<file path="src/rtl/riscv_pkg.sv">
// Shared RISC-V pipeline types and helpers.
// Memory-op encoding and access-size decode used by the LSU.
package riscv_pkg;

    typedef enum logic [3:0] {
        MEM_NONE = 4'd0,
        MEM_LB   = 4'd1,
        MEM_LH   = 4'd2,
        MEM_LW   = 4'd3,
        MEM_LBU  = 4'd4,
        MEM_LHU  = 4'd5,
        MEM_SB   = 4'd6,
        MEM_SH   = 4'd7,
        MEM_SW   = 4'd8
    } mem_op_t;

    typedef enum logic [1:0] {
        SZ_B = 2'd0,
        SZ_H = 2'd1,
        SZ_W = 2'd2
    } mem_size_t;

    function automatic logic is_load(mem_op_t op);
        return op inside {MEM_LB, MEM_LH, MEM_LW, MEM_LBU, MEM_LHU};
    endfunction

    function automatic logic is_store(mem_op_t op);
        return op inside {MEM_SB, MEM_SH, MEM_SW};
    endfunction

    function automatic mem_size_t mem_size(mem_op_t op);
        mem_size_t sz;
        case (op)
            MEM_LB, MEM_LBU, MEM_SB: sz = SZ_B;
            MEM_LH, MEM_LHU, MEM_SH: sz = SZ_H;
            default:                 sz = SZ_W;
        endcase
        return sz;
    endfunction

    // Halfwords need an even address, words a 4-byte aligned one.
    function automatic logic is_misaligned(mem_op_t op, logic [1:0] off);
        logic bad;
        bad = 1'b0;
        if (is_load(op) || is_store(op)) begin
            case (mem_size(op))
                SZ_H:    bad = off[0];
                SZ_W:    bad = |off;
                default: bad = 1'b0;
            endcase
        end
        return bad;
    endfunction

endpackage

</file>
<file path="src/rtl/lsu_load_align.sv">
// Load lane extraction and sign/zero extension.
// Pure combinational; selects the byte/half lane given by off.
module lsu_load_align
    import riscv_pkg::*;
(
    input  logic [31:0] rdata,
    input  logic [1:0]  off,
    input  mem_op_t     op,
    output logic [31:0] data
);

    logic [31:0] lane;

    assign lane = rdata >> {off, 3'b000};

    // Pick extension by load type; words pass through untouched.
    always_comb begin
        data = rdata;
        unique case (1'b1)
            (op == MEM_LB):  data = {{24{lane[7]}}, lane[7:0]};
            (op == MEM_LBU): data = {24'd0, lane[7:0]};
            (op == MEM_LH):  data = {{16{lane[15]}}, lane[15:0]};
            (op == MEM_LHU): data = {16'd0, lane[15:0]};
            default:         data = rdata;
        endcase
    end

endmodule

</file>
<file path="src/rtl/lsu.sv">
// MEM-stage load/store unit with req/gnt/rvalid data port.
// Unpipelined memory ops; MEM_NONE passes straight through.
module lsu
    import riscv_pkg::*;
#(
    parameter int ADDR_WIDTH = 32
) (
    input  logic                  clk,
    input  logic                  rst_n,
    input  logic                  ex_valid,
    output logic                  ex_ready,
    input  mem_op_t               ex_mem_op,
    input  logic [31:0]           ex_addr,
    input  logic [31:0]           ex_store_data,
    input  logic [4:0]            ex_rd,
    input  logic                  flush,
    output logic                  dmem_req,
    output logic                  dmem_we,
    output logic [ADDR_WIDTH-1:0] dmem_addr,
    output logic [3:0]            dmem_be,
    output logic [31:0]           dmem_wdata,
    input  logic                  dmem_gnt,
    input  logic                  dmem_rvalid,
    input  logic [31:0]           dmem_rdata,
    output logic                  wb_valid,
    output logic                  wb_we,
    output logic [4:0]            wb_rd,
    output logic [31:0]           wb_data,
    output logic                  misaligned
);

    typedef enum logic [1:0] {IDLE, REQ, WAIT, DRAIN} lsu_state_t;

    lsu_state_t state, state_d;

    mem_op_t    op_q;
    logic [4:0] rd_q;
    logic [1:0] off_q;

    logic        accept, ex_mem, ex_mis, go;
    logic [31:0] wd_f, ld_data;
    logic [3:0]  be_f;

    logic                  req_d, we_d, wbv_d, wbwe_d, mis_d;
    logic [ADDR_WIDTH-1:0] addr_d;
    logic [3:0]            be_d;
    logic [31:0]           wd_d, wbdata_d;
    logic [4:0]            wbrd_d;

    assign ex_ready = (state == IDLE);
    assign accept   = ex_valid && ex_ready && !flush;
    assign ex_mem   = is_load(ex_mem_op) || is_store(ex_mem_op);
    assign ex_mis   = is_misaligned(ex_mem_op, ex_addr[1:0]);
    assign go       = accept && ex_mem && !ex_mis;

    lsu_load_align u_align (
        .rdata (dmem_rdata),
        .off   (off_q),
        .op    (op_q),
        .data  (ld_data)
    );

    // Lane-replicate store data and place byte enables at the offset.
    always_comb begin
        wd_f = ex_store_data;
        be_f = 4'b1111;
        if (is_store(ex_mem_op)) begin
            case (mem_size(ex_mem_op))
                SZ_B: begin
                    wd_f = {4{ex_store_data[7:0]}};
                    be_f = 4'b0001 << ex_addr[1:0];
                end
                SZ_H: begin
                    wd_f = {2{ex_store_data[15:0]}};
                    be_f = 4'b0011 << ex_addr[1:0];
                end
                default: begin
                    wd_f = ex_store_data;
                    be_f = 4'b1111;
                end
            endcase
        end
    end

    // State and all registered outputs.
    always_ff @(posedge clk or negedge rst_n) begin
        if (!rst_n) begin
            state      <= IDLE;
            op_q       <= MEM_NONE;
            rd_q       <= 5'd0;
            off_q      <= 2'd0;
            dmem_req   <= 1'b0;
            dmem_we    <= 1'b0;
            dmem_addr  <= '0;
            dmem_be    <= 4'd0;
            dmem_wdata <= 32'd0;
            wb_valid   <= 1'b0;
            wb_we      <= 1'b0;
            wb_rd      <= 5'd0;
            wb_data    <= 32'd0;
            misaligned <= 1'b0;
        end else begin
            state      <= state_d;
            if (accept) begin
                op_q  <= ex_mem_op;
                rd_q  <= ex_rd;
                off_q <= ex_addr[1:0];
            end
            dmem_req   <= req_d;
            dmem_we    <= we_d;
            dmem_addr  <= addr_d;
            dmem_be    <= be_d;
            dmem_wdata <= wd_d;
            wb_valid   <= wbv_d;
            wb_we      <= wbwe_d;
            wb_rd      <= wbrd_d;
            wb_data    <= wbdata_d;
            misaligned <= mis_d;
        end
    end

    // Next state; a flush racing rvalid in WAIT has nothing left to drain.
    always_comb begin
        state_d = state;
        unique case (state)
            IDLE:  if (go) state_d = REQ;
            REQ: begin
                if (dmem_gnt) begin
                    if (is_store(op_q)) state_d = IDLE;
                    else if (flush)     state_d = DRAIN;
                    else                state_d = WAIT;
                end else if (flush) begin
                    state_d = IDLE;
                end
            end
            WAIT: begin
                if (dmem_rvalid)  state_d = IDLE;
                else if (flush)   state_d = DRAIN;
            end
            DRAIN: if (dmem_rvalid) state_d = IDLE;
            default: state_d = IDLE;
        endcase
    end

    // Next values of the registered outputs.
    always_comb begin
        req_d    = 1'b0;
        we_d     = dmem_we;
        addr_d   = dmem_addr;
        be_d     = dmem_be;
        wd_d     = dmem_wdata;
        wbv_d    = 1'b0;
        wbwe_d   = 1'b0;
        wbrd_d   = wb_rd;
        wbdata_d = wb_data;
        mis_d    = 1'b0;
        unique case (state)
            IDLE: begin
                if (accept) begin
                    wbrd_d   = ex_rd;
                    wbdata_d = ex_addr;
                    if (go) begin
                        req_d  = 1'b1;
                        we_d   = is_store(ex_mem_op);
                        addr_d = {ex_addr[ADDR_WIDTH-1:2], 2'b00};
                        be_d   = be_f;
                        wd_d   = wd_f;
                    end else begin
                        wbv_d  = 1'b1;
                        wbwe_d = !ex_mem && (ex_rd != 5'd0);
                        mis_d  = ex_mis;
                    end
                end
            end
            REQ: begin
                req_d = !dmem_gnt && !flush;
                wbv_d = dmem_gnt && is_store(op_q) && !flush;
            end
            WAIT: begin
                if (dmem_rvalid && !flush) begin
                    wbv_d    = 1'b1;
                    wbwe_d   = (rd_q != 5'd0);
                    wbrd_d   = rd_q;
                    wbdata_d = ld_data;
                end
            end
            default: ;
        endcase
    end

endmodule

</file>
<file path="config.mk">
export PLATFORM = sky130hd
export DESIGN_NAME = lsu
export DESIGN_NICKNAME = d
export VERILOG_FILES = /design/src/rtl/riscv_pkg.sv /design/src/rtl/lsu_load_align.sv /design/src/rtl/lsu.sv
export SDC_FILE = /design/constraint.sdc
export NUM_CORES = 1
export LEC_CHECK = 0
export CAP_MARGIN = 20
export CORE_MARGIN = 3
export CORE_UTILIZATION = 45
export DETAILED_ROUTE_END_ITERATION = 8
export PLACE_DENSITY_LB_ADDON = 0.12
export SLEW_MARGIN = 20
export SYNTH_ARGS = -nofsm -noshare
export SYNTH_HDL_FRONTEND = slang
export SYNTH_SLANG_ARGS = --single-unit
</file>
<file path="constraint.sdc">
create_clock -name clk -period 2.3 [get_ports clk]
set_input_delay 0.46 -clock clk [delete_from_list [all_inputs] [get_ports clk]]
set_output_delay 0.46 -clock clk [all_outputs]
set_load 0.02 [all_outputs]
</file>
==> results.py <==
metrics = {
    "drt": {
        "ant_nets": 0,
        "via_per_inst": 5.45,
        "first_iter_violations": 393,
        "drcViolationCount": 0,
        "top_layer": "met4",
        "finalWirelength_um": 18500,
        "vias": 5492,
        "drt_pre_antenna_iters": 6,
        "wl_met3_um": 1260,
        "wl_per_cell_um": 18.4,
        "wl_met1_um": 7910,
        "wl_met2_um": 8980,
    },
    "cts": {
        "cts_sinks": 121,
        "cts_tree": "done",
        "path_clk_slew_ns": 0.05,
        "clock-root-buffer": "clkbuf_16",
        "cts_setup_buffers": 0,
        "clock_latency_ns": 0.41,
        "cts_max_path_buffers": 2,
        "cts_buffers": 17,
        "ctsHtreeMaxLevel": 4,
    },
    "yosys": {
        "ys_ff_latch": 121,
        "synthArstFlopShare_pct": 100,
        "ys_warn_count": 0,
        "synthTopCellsByArea": "dfrtp_1, mux2_2, mux2i_1",
        "seq_area_frac_synth_pct": 49.3,
        "netlist_instances": 576,
        "synthDistinctLibCells": 47,
        "synth_area_mm2": 0.00615,
        "synth_top_area_cell": "dfrtp_1",
        "synth_edf_count": 0,
        "synth_area_per_cell_um2": 10.7,
        "synth_top_area_share_pct": 49.3,
        "synthFlopType": "dfrtp_1",
    },
    "critical_path": {
        "critPathArrivalTime_ns": 2.42,
        "reg2reg_to": "dmem_addr[17]",
        "rr_startpoint": "state[0]",
        "rrSetupSlack_ns": 0.43,
        "cp.required_ns": 2.60,
        "cp-end-kind": "register",
        "criticalPathCategory": "in2reg",
        "crit_fanout": 33,
        "cp-start-kind": "input port",
        "setup.worst_path.start": "ex_mem_op[0]",
        "reg2reg_depth": 5,
    },
    "layout": {
        "final_area_mm2": 0.00941,
        "syn2layout_area_growth_pct": 53.1,
        "drive_gt1_share_pct": 17.4,
        "regArea_mm2": 0.00303,
        "final_core_util_pct": 70.8,
        "fin_nets": 930,
        "multi_input_area_mm2": 0.00283,
        "nFillCells": 1025,
        "instances_no_fill": 1008,
        "n_antenna_cell": 0,
    },
    "sta": {
        "setup_violations": 0,
        "fin_skew_ns": 0.00561,
        "whs_ns": 0.493,
        "fmax_ghz": 0.471,
        "min_period_ns": 2.12,
        "slew_violations": 0,
        "maxSlewHeadroom_pct": 61.9,
        "hold_viol": 0,
        "worst_pin_slew_ns": 0.564,
        "min_period_over_period_pct": 92.2,
        "rsz0062_at_grt": "no",
    },
    "placed_design": {
        "numPlacedInstances": 975,
        "placed_area_mm2": 0.00878,
        "place_hpwl_um": 13700,
        "place_congestion": 0.889,
        "portBuffers": 219,
    },
    "power_and_ir_drop": {
        "finalPower_w": 0.0130,
        "pwr_density_cell_mw_per_mm2": 1380,
        "peakVddDrop_mv": 0.738,
        "p_leak_nw": 3.96,
    },
    "grt": {
        "antenna_found_initial": 0,
        "grt_pass1_vias": 5697,
        "grt_max_degree": 48,
        "grt_overflow": 0,
        "grtUsageTotal_pct": 25.2,
        "grt_pass1_wl_um": 29400,
    },
    "hold_path": {
        "whs_path_depth": 2,
        "hp-class": "reg2reg",
        "hold-path-endpoint": "wb_data[7]",
        "hold_start": "wb_data[7]",
    },
    "die": {
        "fp.dieH_um": 123,
        "rows": 42,
        "initial_core_util_pct": 46.2,
        "io_pins": 222,
        "dieArea_mm2": 0.0151,
        "core-area_mm2": 0.0133,
        "die_width_um": 123,
    },
    "job": {
        "maxCapViolations": 0,
    },
    "outcome": {
        "status": "complete, no violations",
    },
}
## where the power goes
group,switching [W],internal [W],leakage (nW),total [W]
logic,0.00333,0.00312,2.22,0.00645
clock network,0.000923,0.00184,0.303,0.00276
registers,0.000646,0.00317,1.44,0.00382
total,0.00490,0.00814,3.96,0.0130
## cells in the mapped netlist (16+ instances only)
cell type	instances
a21oi_1	34
o21ai_0	23
clkbuf_1	24
nand2_1	62
mux2i_1	51
nor2_1	38
nand2b_1	20
inv_1	17
mux2_2	58
dfrtp_1	121
o2bb2ai_1	16
## placed cells by master (no fill, tap or decap), drive strengths merged, types with 3 or more instances in the layout
cell / count
a21oi: 34
a221oi: 8
a22oi: 9
a2bb2oi: 5
a31oi: 6
buf: 49
bufinv: 3
clkbuf: 25
clkdlybuf4s50: 218
clkinv: 3
dfrtp: 121
inv: 17
mux2: 61
mux2i: 51
nand2: 62
nand2b: 20
nand3: 9
nand3b: 4
nor2: 38
nor2b: 5
nor3: 3
nor4b: 3
o211ai: 7
o21ai: 23
o22ai: 7
o2bb2ai: 16
## worst max-delay path: stages
cell             delay [ns]
clkdlybuf4s50_1        0.51
or4b_1                 0.58
nor2_1                 0.23
nor4_4                 0.11
buf_12                 0.19
mux2_1                 0.32
## registers in the layout, summed over array words and instances, names as in the netlist, 2 cells and up
signal and flops:
dmem_wdata 32, wb_data 32, dmem_addr 30, rd_q 5
wb_rd 5, dmem_be 4, op_q 4, off_q 2
state 2
## per-layer routing
layer  up-vias  global-route usage, %
met4         0                   9.17
li1       2547                      -
met1      2716                   33.2
met2       200                   39.7
met5         -                      0
met3        29                   7.24
## stage by stage
step,TNS [ns],setup WS (ns)
after floorplan,0,0.0734
after global placement,-11.51,-0.210
after detailed placement,-14.63,-0.251
after CTS,0,0.177
after global routing,0,0.0604
final,0,0.179
## area by class of cell
cell class / count / share of cell area (%)
clock buffers: 25 / 5.37
clock inverters: 7 / 1.20
inverters: 17 / 0.678
multi-input cells: 394 / 30.1
flip-flops and latches: 121 / 32.2
well taps: 176 / 2.34
repair buffers: 268 / 28.1
## repair_timing
action | 4_1_cts | 5_1_grt
endpoints found under the hold margin | 29 | 0
hold buffers | 1 | 0
gates resized for setup | 0 | 0
## cell families after synthesis
family | Yosys count | share of synthesized area [%]
other | 1 | 0.0610
buffers and inverters | 62 | 4.95
flip-flops | 121 | 49.3
XOR/XNOR | 1 | 0.143
AND/OR/NAND/NOR | 153 | 12.0
AO/OA/AOI/OAI | 125 | 13.7
multiplexers | 113 | 19.8
## worst max path at each step
stage | endpoint | slack (ns) | cells after the start
after floorplan | dmem_addr[24] | 0.07 | 6
after global placement | dmem_wdata[22] | -0.21 | 6
after detailed placement | dmem_wdata[22] | -0.25 | 6
after CTS | dmem_wdata[22] | 0.18 | 6
after global routing | dmem_wdata[22] | 0.06 | 6
final | dmem_wdata[22] | 0.18 | 6
Note: power is estimated with default switching activity, not from simulation.
